[src/rtl/moving_avg_ctrl_if.sv]
// Signal bundle between the moving-average controller and its environment
// (upstream source, datapath, and downstream snapshot/power stages).
interface moving_avg_ctrl_if #(
    parameter int DATA_WIDTH = 32,
    parameter int DEC_WIDTH  = 16
);
    // Every *valid strobe is a single-cycle, valid-only qualifier: the data
    // beside it is meaningful exactly in the cycle it is high, and there is
    // no ready/backpressure path anywhere in this bundle.
    logic                         enable;
    logic                         sync_in;
    logic        [DEC_WIDTH-1:0]  dec_len;
    logic signed [DATA_WIDTH-1:0] din;
    logic                         din_valid;
    logic                         ma_rst;
    logic signed [DATA_WIDTH-1:0] ma_din;
    logic                         ma_din_valid;
    logic signed [DATA_WIDTH-1:0] ma_dout;
    logic                         ma_dout_valid;
    logic signed [DATA_WIDTH-1:0] dout;
    logic                         dout_valid;
    logic        [1:0]            state;
    logic                         filled;

    modport master (
        output enable, sync_in, dec_len, din, din_valid, ma_dout, ma_dout_valid,
        input  ma_rst, ma_din, ma_din_valid, dout, dout_valid, state, filled
    );

    modport slave (
        input  enable, sync_in, dec_len, din, din_valid, ma_dout, ma_dout_valid,
        output ma_rst, ma_din, ma_din_valid, dout, dout_valid, state, filled
    );
endinterface

[src/rtl/moving_avg_ctrl.sv]
// Sequencer for the moving-average datapath: flushes the delay line, gates
// samples in, hides the fill transient and decimates the averaged stream.
module moving_avg_ctrl #(
    parameter int WINDOW_LEN = 16,
    parameter int DATA_WIDTH = 32,
    parameter int DEC_WIDTH  = 16,
    parameter int PIPE_LAT   = 4
) (
    input  logic               clk,
    input  logic               rst,
    moving_avg_ctrl_if.slave   bus
);
    localparam int FLUSH_LEN = WINDOW_LEN + PIPE_LAT;
    localparam int FLUSH_W   = $clog2(FLUSH_LEN) + 1;
    localparam int FILL_W    = $clog2(WINDOW_LEN) + 1;

    localparam logic [FLUSH_W-1:0] FLUSH_LAST = FLUSH_W'(FLUSH_LEN - 1);
    localparam logic [FLUSH_W-1:0] ZERO_WRITES = FLUSH_W'(WINDOW_LEN);
    localparam logic [FILL_W-1:0]  FILL_LAST  = FILL_W'(WINDOW_LEN - 1);

    typedef enum logic [1:0] {
        S_IDLE  = 2'd0,
        S_FLUSH = 2'd1,
        S_FILL  = 2'd2,
        S_RUN   = 2'd3
    } state_e;

    state_e                       state_q, state_d;
    logic        [FLUSH_W-1:0]    flush_cnt_q, flush_cnt_d;
    logic        [FILL_W-1:0]     fill_cnt_q, fill_cnt_d;
    logic        [DEC_WIDTH-1:0]  dec_cnt_q, dec_cnt_d;
    logic        [DEC_WIDTH-1:0]  dec_len_q, dec_len_d;
    logic                         ma_rst_q, ma_rst_d;
    logic signed [DATA_WIDTH-1:0] ma_din_q, ma_din_d;
    logic                         ma_din_valid_q, ma_din_valid_d;
    logic signed [DATA_WIDTH-1:0] dout_q, dout_d;
    logic                         dout_valid_q, dout_valid_d;
    logic                         filled_q, filled_d;
    logic                         pass_through;

    always_ff @(posedge clk) begin
        if (rst) begin
            state_q        <= S_IDLE;
            flush_cnt_q    <= '0;
            fill_cnt_q     <= '0;
            dec_cnt_q      <= '0;
            dec_len_q      <= DEC_WIDTH'(1);
            ma_rst_q       <= 1'b1;
            ma_din_q       <= '0;
            ma_din_valid_q <= 1'b0;
            dout_q         <= '0;
            dout_valid_q   <= 1'b0;
            filled_q       <= 1'b0;
        end else begin
            state_q        <= state_d;
            flush_cnt_q    <= flush_cnt_d;
            fill_cnt_q     <= fill_cnt_d;
            dec_cnt_q      <= dec_cnt_d;
            dec_len_q      <= dec_len_d;
            ma_rst_q       <= ma_rst_d;
            ma_din_q       <= ma_din_d;
            ma_din_valid_q <= ma_din_valid_d;
            dout_q         <= dout_d;
            dout_valid_q   <= dout_valid_d;
            filled_q       <= filled_d;
        end
    end

    always_comb begin
        state_d        = state_q;
        flush_cnt_d    = flush_cnt_q;
        fill_cnt_d     = fill_cnt_q;
        dec_cnt_d      = dec_cnt_q;
        dec_len_d      = dec_len_q;
        ma_din_d       = '0;
        ma_din_valid_d = 1'b0;
        dout_d         = dout_q;
        dout_valid_d   = 1'b0;
        pass_through   = 1'b0;

        if (!bus.enable) begin
            state_d = S_IDLE;
        end else if (bus.sync_in) begin
            // Any strobe (re)starts a full flush and re-latches the decimation length.
            state_d     = S_FLUSH;
            flush_cnt_d = '0;
            fill_cnt_d  = '0;
            dec_cnt_d   = '0;
            dec_len_d   = (bus.dec_len == '0) ? DEC_WIDTH'(1) : bus.dec_len;
        end else begin
            case (state_q)
                S_IDLE: ;
                S_FLUSH: begin
                    if (flush_cnt_q == FLUSH_LAST) begin
                        state_d     = S_FILL;
                        flush_cnt_d = '0;
                    end else begin
                        flush_cnt_d = flush_cnt_q + FLUSH_W'(1);
                    end
                end
                S_FILL: begin
                    if (bus.ma_dout_valid) begin
                        fill_cnt_d = fill_cnt_q + FILL_W'(1);
                        if (fill_cnt_q == FILL_LAST) begin
                            state_d = S_RUN;
                        end
                    end
                end
                S_RUN: begin
                    if (bus.ma_dout_valid) begin
                        if (dec_cnt_q == dec_len_q - DEC_WIDTH'(1)) begin
                            dout_d       = bus.ma_dout;
                            dout_valid_d = 1'b1;
                            dec_cnt_d    = '0;
                        end else begin
                            dec_cnt_d = dec_cnt_q + DEC_WIDTH'(1);
                        end
                    end
                end
                default: state_d = S_IDLE;
            endcase
        end

        // Outputs are registered from the next state so they line up with it.
        pass_through = (state_q == S_FILL || state_q == S_RUN) &&
                       (state_d == S_FILL || state_d == S_RUN);
        if (state_d == S_FLUSH && flush_cnt_d < ZERO_WRITES) begin
            ma_din_valid_d = 1'b1;
        end else if (pass_through) begin
            ma_din_d       = bus.din;
            ma_din_valid_d = bus.din_valid;
        end
    end

    assign ma_rst_d = (state_d == S_IDLE) || (state_d == S_FLUSH);
    assign filled_d = (state_d == S_RUN);

    assign bus.ma_rst       = ma_rst_q;
    assign bus.ma_din       = ma_din_q;
    assign bus.ma_din_valid = ma_din_valid_q;
    assign bus.dout         = dout_q;
    assign bus.dout_valid   = dout_valid_q;
    assign bus.state        = state_q;
    assign bus.filled       = filled_q;
endmodule

[src/flat_wrapper.sv]
// flat-port wrapper written by rule: the top's interface ports become plain ports
module moving_avg_ctrl_flat 
#(
    parameter int WINDOW_LEN = 16,
    parameter int DATA_WIDTH = 32,
    parameter int DEC_WIDTH  = 16,
    parameter int PIPE_LAT   = 4
)
  (clk, rst, bus_enable, bus_sync_in, bus_dec_len, bus_din, bus_din_valid, bus_ma_dout, bus_ma_dout_valid, bus_ma_rst, bus_ma_din, bus_ma_din_valid, bus_dout, bus_dout_valid, bus_state, bus_filled);
  moving_avg_ctrl_if #(.DATA_WIDTH(DATA_WIDTH), .DEC_WIDTH(DEC_WIDTH)) bus_i ();
  input  logic clk;
  input  logic rst;
  input wire logic [$bits(bus_i.enable)-1:0] bus_enable;
  input wire logic [$bits(bus_i.sync_in)-1:0] bus_sync_in;
  input wire logic [$bits(bus_i.dec_len)-1:0] bus_dec_len;
  input wire logic [$bits(bus_i.din)-1:0] bus_din;
  input wire logic [$bits(bus_i.din_valid)-1:0] bus_din_valid;
  input wire logic [$bits(bus_i.ma_dout)-1:0] bus_ma_dout;
  input wire logic [$bits(bus_i.ma_dout_valid)-1:0] bus_ma_dout_valid;
  output wire logic [$bits(bus_i.ma_rst)-1:0] bus_ma_rst;
  output wire logic [$bits(bus_i.ma_din)-1:0] bus_ma_din;
  output wire logic [$bits(bus_i.ma_din_valid)-1:0] bus_ma_din_valid;
  output wire logic [$bits(bus_i.dout)-1:0] bus_dout;
  output wire logic [$bits(bus_i.dout_valid)-1:0] bus_dout_valid;
  output wire logic [$bits(bus_i.state)-1:0] bus_state;
  output wire logic [$bits(bus_i.filled)-1:0] bus_filled;
  assign bus_i.enable = bus_enable;
  assign bus_i.sync_in = bus_sync_in;
  assign bus_i.dec_len = bus_dec_len;
  assign bus_i.din = bus_din;
  assign bus_i.din_valid = bus_din_valid;
  assign bus_i.ma_dout = bus_ma_dout;
  assign bus_i.ma_dout_valid = bus_ma_dout_valid;
  assign bus_ma_rst = bus_i.ma_rst;
  assign bus_ma_din = bus_i.ma_din;
  assign bus_ma_din_valid = bus_i.ma_din_valid;
  assign bus_dout = bus_i.dout;
  assign bus_dout_valid = bus_i.dout_valid;
  assign bus_state = bus_i.state;
  assign bus_filled = bus_i.filled;
  moving_avg_ctrl #(.WINDOW_LEN(WINDOW_LEN), .DATA_WIDTH(DATA_WIDTH), .DEC_WIDTH(DEC_WIDTH), .PIPE_LAT(PIPE_LAT)) u_core (.clk(clk), .rst(rst), .bus(bus_i));
endmodule
[config.mk]
export PLATFORM = sky130hd
export DESIGN_NAME = moving_avg_ctrl_flat
export DESIGN_NICKNAME = d
export VERILOG_FILES = /design/src/rtl/moving_avg_ctrl_if.sv /design/src/rtl/moving_avg_ctrl.sv /design/src/flat_wrapper.sv
export SDC_FILE = /design/constraint.sdc
export NUM_CORES = 1
export LEC_CHECK = 0
export ABC_CLOCK_PERIOD_IN_PS = 3900
export CAP_MARGIN = 20
export CORE_ASPECT_RATIO = 1.2
export CORE_MARGIN = 2
export CORE_UTILIZATION = 40
export CTS_CLUSTER_SIZE = 20
export DETAILED_ROUTE_END_ITERATION = 10
export PLACE_DENSITY_LB_ADDON = 0.2
export SETUP_SLACK_MARGIN = 0.15
export SYNTH_ARGS = -nofsm -noshare
export SYNTH_HDL_FRONTEND = slang
export SYNTH_SLANG_ARGS = --single-unit
[constraint.sdc]
create_clock -name clk -period 3.9 [get_ports clk]
set_input_delay 0.78 -clock clk [delete_from_list [all_inputs] [get_ports clk]]
set_output_delay 0.78 -clock clk [all_outputs]
set_load 0.02 [all_outputs]
# == Word-level counts from Yosys, hierarchy flattened ==
# Index checks and enable logic that the tools add are counted.
# classes
add_sub_neg,4
n_mul,0
div,0
magnitude_cmp,1
eq_ne,9
shifts,0
n_mux,21
bitwise,5
reduce_logical,16
# op_table
operator,n
$mux W16,5
$mux W6,4
$add A16 B1 Y16 const B,1
$eq A16 B16 Y1,1
$logic_not A16 Y1,1
$sub A16 B1 Y16 const B,1
$mux W5,3
$mux W2,5
$eq A2 B2 Y1 const B,4
$add A6 B1 Y6 const B,1
$eq A6 B5 Y1 const B,1
$lt A6 B5 Y1 const B,1
$reduce_and A3 Y1,2
$reduce_bool A2 Y1,3
$add A5 B1 Y5 const B,1
$eq A5 B4 Y1 const B,1
$not A1 Y1,5
$reduce_and A5 Y1,1
$reduce_or A5 Y1,1
$eq A2 B1 Y1 const B,2
$pmux W2 S2,1
$logic_or A1 B1 Y1,3
$mux W1,3
$reduce_or A3 Y1,1
3 further kinds,4
# word_totals
regBits,113
latchBits,0
ramBits,0
romBits,0
in_bits,86
output_inout_bits,70
wordCells,67
memories,0

# == Logic depth before layout (Yosys ltp) ==
# logic_depth
depth_word,11
ltp_mapped,12
mapped_depth_nobuf,10

# == Worst setup path before layout ==
# No wires, ideal clock.
# synth_path
kind,register to register
from,reg u_core.dec_len_q[0]
to,reg u_core.dec_cnt_q[10]
setup_time_ns,0.120
t_arrival_ns,2.695
t_required_ns,3.780
slack_ns,1.085
stages_incl_launch_ff,11
n_path_buf,2
synth_period_minus_slack_ns,2.815
path_cell_list,dfxtp_1 or4_1 buf_2 or4_1 o211a_1 nor4b_2 o2111ai_1 o21ai_1 buf_4 nor2_1 a211o_1
# synth_between
elab_chain_cells,6
# synth_lines
item,line,source
from (decl),moving_avg_ctrl.sv:32,"logic [DEC_WIDTH-1:0] dec_len_q, dec_len_d;"
from (signal assigned),moving_avg_ctrl.sv:59,dec_len_q <= dec_len_d;
$sub A16 B1 Y16,moving_avg_ctrl.sv:111,if (dec_cnt_q == dec_len_q - DEC_WIDTH'(1)) begin
$eq A16 B16 Y1,moving_avg_ctrl.sv:111,
$mux W16,moving_avg_ctrl.sv:111,
$mux W16,moving_avg_ctrl.sv:110,if (bus.ma_dout_valid) begin
$mux W16,moving_avg_ctrl.sv:91,case (state_q)
$mux W16,moving_avg_ctrl.sv:83,end else if (bus.sync_in) begin
to (signal assigned),moving_avg_ctrl.sv:58,dec_cnt_q <= dec_cnt_d;
to (decl),moving_avg_ctrl.sv:31,"logic [DEC_WIDTH-1:0] dec_cnt_q, dec_cnt_d;"
# Every way passes these cells. The select of a mux whose other input is x is not followed.
# A chain may end at the register's enable or synchronous reset.

# == Worst setup path in the final report ==
# layout_path
from,reg u_core.dec_len_q[0]
to,reg u_core.dec_cnt_q[11]
# Same word-level chain as after synthesis.

==> impl_results.md <==
* Total CTS buffers at 17
* Number of synthesized register bits at between 100 and 150
* Share of cells above drive strength 1 at around 6.4%
* Initial antenna violation count at 0
* Synth unique cells at 51
* Tightest Pin Transition at between 0.7 and 0.8 ns
* Synth warn at 0
* Maximum VDD drop at approximately 0.00024 V
* Tmin final at ~3.2 ns
* Place WS at around 0.73 ns
* Mapped Area at between 4000 and 5000 um2
* Sum of negative setup slack at 0 ns
* ANT cells at 0
* Post-CTS setup buffer count at 0
* First-pass GRT wire length at about 21000 um
* DR WL/cell at between 10 and 15 um
* IO Port Bufs at between 150 and 200
* Via count at approximately 4600
* Die height at 125 um
* Critical Path Start Type: register
* Reg clk slew, reported paths at approximately 0.06 ns
* H-tree depth at 4
* Initial Util at about two fifths
* Setup ws final at 0.694 ns
* Hold Path Class: register to register
* Grt peak-use layer: met2
* Die area at 13100 um2
* Syn nets at approximately 670
* Final Max Tran Viols at 0
* Final ANT Viol Nets at 0
* Mapped Cells at between 500 and 600
* Tot GR Track Use at between 10% and 20%
* Number of flops mapped to enable cells by yosys at 0
* Post-synth ARST share at 0%
* Routability-driven placement congestion ratio at between 0.7 and 0.8
* Post-route cell area at 7120 um2
* Worst Path Max Fanout at 21
* Multi-input gate area at roughly 2400 um2
* Average cell area after synthesis at 8.43 um2
* TritonRoute pass-1 iters at 4
* Largest stage delay, worst path at approximately 0.7 ns
* Most frequent cells in the layout: clkdlybuf4s50_1, dfxtp_1, nand2_1, a21oi_1, o21ai_0
* Leak at ~2.6 nW
* Pin count of the biggest net entering global routing at 40
* CP cell instances: or4_1 > nor4_2 > mux2_2 > a31oi_1 > o21ai_0 > o21ai_1 > buf_4 > nor2_1 > a211o_1
* 1st-iter DRT viols at 239
* Crit path required time at around 4.2 ns
* TritonCTS clock tree: yes
* # clock sinks at 113
* Met3 GRT Util at under 10%
* Post-CTS Hold Fix Bufs at 0
* Longest Clk Path Bufs at 2
* GR Util met2 at between 30% and 40%
* Most common cell after layout, fill and taps aside: clkdlybuf4s50_1
* Seq/Total Area, Yosys at a little under half
* Total grt overflow at 0
* Clock Latency Late Sink at ~0.40 ns
* Die W at approximately 100 um
* Root buf cell: clkbuf_16
* Fillers at between 1000 and 1500
* Hold slack at 0.470 ns
* WL final at roughly 13000 um
* Placed wire-length estimate at 8990 um
* Total power at 2.95 mW
* Vias in the first global route at 4536
* Via density at roughly 5.1
* Core Box Area at ~12000 um2
* Max Cap Viol at 0
* RSZ-0062 raised after global routing: no
* Pwr per Cell Area at approximately 410 nW/um2
* Final setup fails at 0
* Worst slew margin at between 50 and 60%
* Nets at around 800
* CTS resizes at 0
* Period utilisation layout at 82.2%
* Worst path arrival time at ~3.5 ns
* Final hold violation count at 0
* Register Area at ~2300 um2
* Slowest stage cell, crit path: or4_1
* Crit path capture type: register
* DRC viols at 0
* Post-Route Skew at just over 0.009 ns
* Area Growth Syn to Fin at 46.2%
* Met1 GRT Util at 20.8%
* Placed inst area at around 6500 um2
* I/O pins at about 160
* Dominant synthesized flop cell: dfxtp_1
* Setup CP Type: register to register
* Status: completed
* Rows at 44
* Max Clock Freq at just over 300 MHz
where the power goes:
part / switching [mW] / leakage (nW) / internal (mW)
Clock: 0.541 / 0.283 / 1.00
Sequential: 0.0133 / 0.912 / 1.16
Combinational: 0.102 / 1.45 / 0.122
Total: 0.656 / 2.65 / 2.29
metal layers:
metal  routed length (um)  vias up
met4                  274        0
met2                 6620      101
met5                    0        -
met3                  714       19
met1                 5160     2148
li1                     -     2310
metrics by stage:
step                      util [%]  cells
after floorplan                  -    578
after global placement        54.4    867
after detailed placement      54.4    867
after CTS                     59.3    899
after global routing          59.3    899
final                         59.3    899
Yosys cell counts, types with 6 or more instances:
cell type	n	share of area, %
and2_1	36	4.6
xnor2_1	15	2.7
a21o_1	6	0.92
nor3_1	14	1.4
inv_1	12	0.92
nor2_1	33	2.5
ha_1	9	2.3
nand2_1	88	6.8
a22oi_1	6	0.92
nand4_1	6	0.77
clkbuf_1	25	1.9
o21ai_0	44	4.5
nand3_1	12	1.2
xor2_1	10	1.8
dfxtp_1	113	46
a21oi_1	60	6.2
nor3b_1	6	0.92
and3_1	6	0.77
o21ai_1	6	0.62
path summary, 6_finish.rpt:
kind,start,endpoint,slack [ns],cells past startpoint
worst max-delay path,u_core.dec_len_q[0],u_core.dec_cnt_q[11],0.69,9
worst min-delay path,u_core.bus.dout[30],u_core.bus.dout[30],0.47,2
worst max register to register,u_core.dec_len_q[0],u_core.dec_cnt_q[11],0.69,9
worst min register to register,u_core.bus.dout[30],u_core.bus.dout[30],0.47,2
logic make-up (layout without fill, tap and decap cells):
kind of cell,count (synthesis),count (layout),synth area share [%]
AND/OR/NAND/NOR,231,231,24.1
multiplexers,2,2,0.462
adder cells (fa/ha/maj),9,9,2.31
AO/OA/AOI/OAI,152,152,18.0
flip-flops,113,113,46.4
buffers and inverters,46,206,4.19
XOR/XNOR,25,25,4.50
area by class of cell:
type	instances	share of cell area [%]
clock buffers	19	6.08
multi-input cells	419	33.9
flip-flops and latches	113	31.8
well taps	161	2.83
clock inverters	13	2.28
inverters	12	0.633
repair buffers	162	22.5
state kept, by name, indices dropped and copies added (netlist names):
| register | cells |
|---|---|
| u_core.bus.ma_din | 32 |
| u_core.fill_cnt_q | 5 |
| u_core.bus.filled | 1 |
| u_core.bus.state | 2 |
| u_core.bus.dout_valid | 1 |
| u_core.dec_cnt_q | 16 |
| u_core.bus.dout | 32 |
| u_core.dec_len_q | 16 |
| u_core.bus.ma_din_valid | 1 |
| u_core.flush_cnt_q | 6 |
| u_core.bus.ma_rst | 1 |
critical path: cells and delay by family, from the launching register on:
family,cells,cell delay [ns]
multiplexers,1,0.39
buffers and inverters,1,0.25
AND/OR/NAND/NOR,3,1.21
AO/OA/AOI/OAI,4,0.89
flip-flops,1,0.35
No activity file was read; power rests on OpenSTA's default activity.
